<file path="src/rtl/controle_jogada.sv">
// controle_jogada: requests a move from the generator, validates it and commits it to the board.
// Optional occupancy map and occupied-square rejection enabled by CONTROLE_OCUPACAO_EN.
module controle_jogada #(
  parameter int MAX_TENTATIVAS = 8
) (
  input  logic       clock,
  input  logic       reset,
  input  logic       iniciar,
  input  logic       limpar,
  input  logic [3:0] coluna,
  input  logic [3:0] linha,
  output logic       novaJogada,
  output logic [3:0] colunaJogada,
  output logic [3:0] linhaJogada,
  output logic       jogadaFeita,
  output logic       erroJogada,
  output logic [6:0] numJogadas,
  output logic       pronto
);
  typedef enum logic [2:0] {OCIOSO, PEDE, ESPERA, VERIFICA, REGISTRA, ERRO} estado_t;
  estado_t estado, proximo;
  logic [3:0] tentativas;
  logic em_faixa, livre, cheio, valida, registra, limpa;
  assign em_faixa = coluna >= 4'd1 && coluna <= 4'd8 && linha >= 4'd1 && linha <= 4'd8;
`ifdef CONTROLE_OCUPACAO_EN
  logic [63:0] mapa;
  logic [5:0] idx;
  assign idx = {linha[2:0] - 3'd1, coluna[2:0] - 3'd1};
  assign livre = em_faixa && !mapa[idx];
  assign cheio = numJogadas == 7'd64;
`else
  assign livre = em_faixa;
  assign cheio = 1'b0;
`endif
  assign valida = em_faixa && livre;
  assign registra = estado == VERIFICA && valida;
  assign limpa = limpar && (estado == OCIOSO || estado == ERRO);
  always_comb begin
    proximo = estado;
    case (estado)
      OCIOSO:   proximo = limpar ? OCIOSO : iniciar ? (cheio ? ERRO : PEDE) : OCIOSO;
      PEDE:     proximo = ESPERA;
      ESPERA:   proximo = VERIFICA;
      VERIFICA: proximo = valida ? REGISTRA : tentativas < 4'(MAX_TENTATIVAS) ? PEDE : ERRO;
      REGISTRA: proximo = OCIOSO;
      ERRO:     proximo = limpar ? OCIOSO : ERRO;
      default:  proximo = OCIOSO;
    endcase
  end
  always_ff @(posedge clock or posedge reset) begin
    if (reset) begin
      estado       <= OCIOSO;
      tentativas   <= '0;
      novaJogada   <= 1'b0;
      jogadaFeita  <= 1'b0;
      erroJogada   <= 1'b0;
      pronto       <= 1'b1;
      colunaJogada <= '0;
      linhaJogada  <= '0;
      numJogadas   <= '0;
`ifdef CONTROLE_OCUPACAO_EN
      mapa         <= '0;
`endif
    end else begin
      estado      <= proximo;
      novaJogada  <= proximo == PEDE;
      jogadaFeita <= proximo == REGISTRA;
      erroJogada  <= proximo == ERRO;
      pronto      <= proximo == OCIOSO;
      if (estado == OCIOSO && proximo == PEDE) tentativas <= 4'd1;
      else if (estado == VERIFICA && proximo == PEDE) tentativas <= tentativas + 4'd1;
      if (limpa) begin
        numJogadas <= '0;
`ifdef CONTROLE_OCUPACAO_EN
        mapa       <= '0;
`endif
      end else if (registra) begin
        colunaJogada <= coluna;
        linhaJogada  <= linha;
        numJogadas   <= numJogadas + 7'(numJogadas != 7'd64);
`ifdef CONTROLE_OCUPACAO_EN
        mapa[idx]    <= 1'b1;
`endif
      end
    end
  end
endmodule

</file>
<file path="config.mk">
export PLATFORM = sky130hd
export DESIGN_NAME = controle_jogada
export DESIGN_NICKNAME = d
export VERILOG_FILES = /design/src/rtl/controle_jogada.sv
export SDC_FILE = /design/constraint.sdc
export NUM_CORES = 1
export LEC_CHECK = 0
export ABC_AREA = 1
export BUFFER_PORTS_ARGS = -buffer_cell sky130_fd_sc_hd__buf_2
export CORE_UTILIZATION = 40
export CTS_BUF_LIST = sky130_fd_sc_hd__clkbuf_8
export DETAILED_ROUTE_END_ITERATION = 8
export GPL_ROUTABILITY_DRIVEN = 0
export HOLD_SLACK_MARGIN = 0.06
export PLACE_DENSITY = 0.73
export SYNTH_ARGS = -nofsm -noshare
export SYNTH_HDL_FRONTEND = slang
export SYNTH_SLANG_ARGS = --single-unit
</file>
<file path="constraint.sdc">
create_clock -name clock -period 2.3 [get_ports clock]
set_input_delay 0.345 -clock clock [delete_from_list [all_inputs] [get_ports clock]]
set_output_delay 0.345 -clock clock [all_outputs]
set_load 0.01 [all_outputs]
</file>
# Yosys cells after proc, flatten, opt, wreduce, memory -nomap -nowiden
# Index checks and enable logic that the tools add are counted.
[word_totals] ff_bits=26 latch_bits=0 ramBits=0 mem_bits_ro=0 input_bits=12 output_inout_bits=19 word_cells=48 memories=0
[classes] n_addsub=2 mul=0 div=0 n_lt_le_gt_ge=5 n_eq_ne=8 shift=0 n_mux=10 bitwise_logic=1 reduce_logical=13
[op_table] op="3-bit case mux with 5 select lines" n=1
[op_table] op="7-bit 2-to-1 mux" n=2
[op_table] op="3-bit == test (second input constant)" n=3
[op_table] op="3-bit 2-to-1 mux" n=3
[op_table] op="4-bit by 1-bit greater-or-equal comparator with 1-bit output (second input constant)" n=2
[op_table] op="4-bit <= comparator (second input constant)" n=2
[op_table] op="4-bit 2-to-1 mux" n=2
[op_table] op="7-bit by 1-bit adder with 7-bit output" n=1
[op_table] op="1-bit logical AND" n=7
[op_table] op="7-bit inequality test (second input constant)" n=1
[op_table] op="3-bit by 1-bit == test with 1-bit output (second input constant)" n=2
[op_table] op="3-bit by 2-bit == test with 1-bit output (second input constant)" n=2
[op_table] op="3-bit logical NOT" n=2
[op_table] op="4-bit by 1-bit adder with 4-bit output (second input constant)" n=1
[op_table] op="4-bit < comparator (second input constant)" n=1
[op_table] op="2-bit nonzero test" n=2
[op_table] op="1-bit 2-to-1 mux" n=2
[op_table] op="2-bit AND reduction" n=1
[op_table] op="1-bit logical OR" n=1
[op_table] op="1-bit NOT" n=1

# Depth between registers and ports, before layout
[logic_depth] word_depth=10 mapped_depth=11 mapped_depth_nobuf=11

# Least setup slack after synthesis
# Ideal clock, no wire load.
[synth_timing] path_type="reg-to-reg" from="register numJogadas[1]" to="register numJogadas[6]" setup_ns=0.117 t_arrival_ns=1.605 required_ns=2.183 path_slack_ns=0.578 stages_incl_launch_ff=11 n_path_buf=0 synth_period_minus_slack_ns=1.722 path_cell_list="dfrtp_1 nor4_1 nand3_1 ha_1 ha_1 nand2_1 nor2_1 nand2_1 inv_1 a21oi_2 nor2_1"
[synth_via] elab_chain_len=4
[synth_lines] element="from (decl)" line="17" text="output logic [6:0] numJogadas,"
[synth_lines] element="from (signal assigned)" line="80" text="numJogadas <= numJogadas + 7'(numJogadas != 7'd64);"
[synth_lines] element="7-bit inequality test" line="80"
[synth_lines] element="7-bit by 1-bit adder with 7-bit output *" line="80"
[synth_lines] element="7-bit 2-to-1 mux *" line="77" text="end else if (registra) begin"
[synth_lines] element="7-bit 2-to-1 mux *" line="72" text="if (limpa) begin"
# Mark *: on every way between the ends. The rest lies on a longest branch, timed or not. The select of a mux whose other input is x is not followed.
# A chain may end at the register's enable or synchronous reset.

# Worst setup path after layout
# Ends and elaborated chain as after synthesis.

==> metrics.md <==
| Metric | Value |
|---|---|
| Number of global-route vias before repair | 992 |
| Initial core utilization | 0.4280 |
| Post-CTS resize count | 0 |
| RSZ-0062 raised after global routing | no |
| Grt total ovfl | 0 |
| FF+latch count, synth | 26 |
| Post-synthesis compound-gate area fraction | 0.06173 |
| Hold-fix buffers, CTS | 0 |
| Area of the mapped netlist | 1318 um2 |
| Pwr Density | 1100 nW/um2 |
| Mux share of post-synthesis cell area | 0 |
| Setup CP Type | reg -> reg |
| Syn nets | 174 |
| Placed Instance Area | 1499 um2 |
| Most frequent cells in the layout | 50 x nand2_1, 30 x buf_2, 25 x dfrtp_1 |
| CTS sink cnt | 26 |
| Worst R2R Path Depth | 11 |
| Post-layout nets | 208 |
| Core area | 3078 um2 |
| DRC violations left | 0 |
| Crit path DAT | 2.01 ns |
| Status | finished clean |
| Hold WC Path Type | in -> async |
| Setup violators final | 0 |
| Synth Area in Simple Gates | 0.3115 |
| Post-DP HPWL | 1820 um |
| Total global-route track usage | 0.1595 |
| Clk buf depth | 2 |
| Num CTS Buffers | 3 |
| Post-synthesis adder-cell area fraction | 0.02849 |
| Fmax | 553.7 MHz |
| TritonCTS clock tree | done |
| Final setup TNS | 0 ns |
| Crit. End Element | register |
| Top Ports | 31 |
| Area grow syn2layout | 19.18% |
| Post-synth cell types | 28 |
| Post-Synth XOR/XNOR Area | 0.01330 |
| Most common cell after layout, fill and taps aside | nand2_1 |
| Syn Inst Count | 159 |
| Post-synthesis sequential area ratio | 0.4948 |
| Share of layout cells above drive strength 1 | 0.2500 |
| H-tree depth | 1 |
| Synth Area per Inst | 8.286 um2 |
| Slew Limit Headroom | 0.6416 |
| CP Launch Type | register |
| Rows | 20 |
| Leakage power | 0.8906 nW |
| First-pass GRT wire length | 4188 um |
| Pins Over Slew Limit | 0 |
| Syn. warnings | 0 |
| Die Span X | 59.39 um |
| Fin area | 1570 um2 |
| Worst IR Drop VDD | 695.3 uV |
| Antenna violations before repair | 0 |
| WL/cell | 10.16 um |
| I/O Buffers | 30 |
| Required time worst endpoint | 2.50 ns |
| Setup Buffers After CTS | 0 |
| Max cap viols | 0 |
| Root buf cell | clkbuf_8 |
| Critical path fanouts, max | 6 |
| Die height | 59.39 um |
| Setup Skew | 0.003578 ns |
| Clk Latency, worst-skew pair | 0.27 ns |
| Final Critical Period | 1.806 ns |
| Final Hold Viols | 0 |
| # diodes | 0 |
| Final ANT Viol Nets | 0 |
| Fin crit share | 0.7852 |
| Area of the die | 3527 um2 |
| Largest net degree at the start of global routing | 27 |
| Total wire length | 2397 um |
| Overall power | 0.001728 W |
| Starting DRT DRC Count | 28 |
| Slew @ Worst Pin | 0.5340 ns |
| Largest family of logic cells by synthesized area | simple AND/OR/NAND/NOR gates |
| Drt pass-1 iters | 4 |
| Reg clk slew, reported paths | 0.09 ns |
| Via count | 1,091 |
| Via density | 4.623 |
[cell usage after synthesis]
master,instances,area (um2)
or2_2,1,6.260
nand4_1,6,37.54
dfrtp_1,25,625.6
nor2_2,1,6.260
o31ai_1,1,7.510
buf_12,1,20.02
xor2_1,1,8.760
nand3_1,14,70.07
inv_6,1,8.760
buf_4,1,7.510
inv_2,2,7.510
a21oi_2,2,17.52
nand3_2,2,20.02
nor3_1,1,5.000
nand2_1,50,187.7
dfstp_2,1,26.28
nor4_1,1,6.260
nand2_2,1,6.260
o21ai_0,4,20.02
buf_6,1,11.26
nor3_4,1,16.27
ha_1,3,37.54
xnor2_1,1,8.760
nor2_1,13,48.80
a31oi_1,1,6.260
o21ai_1,4,20.02
inv_1,17,63.81
a21oi_1,2,10.01
[through the flow]
| stage | std cells | setup WS [ns] | util | hold slack, ns |
|---|---|---|---|---|
| after floorplan | 159 | 0.5778 | - | 0.3843 |
| after global placement | 232 | 0.5791 | 0.4870 | 0.4152 |
| after detailed placement | 232 | 0.4926 | 0.4870 | 0.4130 |
| after CTS | 236 | 0.4799 | 0.5102 | 0.1097 |
| after global routing | 236 | 0.3066 | 0.5102 | 0.1270 |
| final | 236 | 0.4941 | 0.5102 | 0.1012 |
[layer usage]
layer  global-route usage  wire [um]  part of all wire
met4              0.04422         24             0.010
met2               0.2665       1088              0.45
met3              0.04585        103             0.043
met5                    0          0                 0
met1               0.2008       1180              0.49
[cell type report]
type | instances | area (um2)
fill | 302 | 1508
clock buffer | 3 | 41.29
tap | 44 | 55.05
sequential | 26 | 651.9
clock inverter | 1 | 30.03
inverter | 20 | 80.08
timing repair buffer | 32 | 165.2
multi-input combinational | 110 | 546.8
[critical path, cell delays in order (launching register included)]
cell	delay, ns
dfrtp_1	0.44
nor4_1	0.26
nand3_1	0.10
ha_1	0.22
ha_1	0.23
nand2_1	0.09
nor2_1	0.06
nand2_1	0.05
inv_1	0.05
nand3_1	0.07
nand2_1	0.05
nor2_1	0.12
[worst paths after layout]
path / start / endpoint / slack [ns]
setup / recovery: numJogadas[1] / numJogadas[6] / 0.49
max in group asynchronous: reset / pronto / 1.90
hold reg to reg: colunaJogada[2] / colunaJogada[2] / 0.48
hold / removal: reset / numJogadas[1] / 0.10
setup reg to reg: numJogadas[1] / numJogadas[6] / 0.49
min in group clock: linha[0] / linhaJogada[0] / 0.28
[power by group]
part | leakage, nW | switching [W] | total, W | internal, W
registers | 0.339 | 0.0000876 | 0.000693 | 0.000606
logic | 0.516 | 0.000414 | 0.000662 | 0.000248
clock network | 0.0357 | 0.000140 | 0.000373 | 0.000233
[cell families (layout without fill, tap and decap cells)]
group           Yosys count  in the layout
simple gates             91             91
flops                    26             26
buf+inv                  23             56
compound gates           14             14
fa+ha+maj                 3              3
xor+xnor                  2              2
[state kept, by name, indices dropped and copies added, names as in the netlist]
signal and cells:
numJogadas 7, colunaJogada 4, linhaJogada 4, tentativas 4, estado 3, erroJogada 1, jogadaFeita 1, novaJogada 1
pronto 1
No activity file was read; power rests on OpenSTA's default activity.
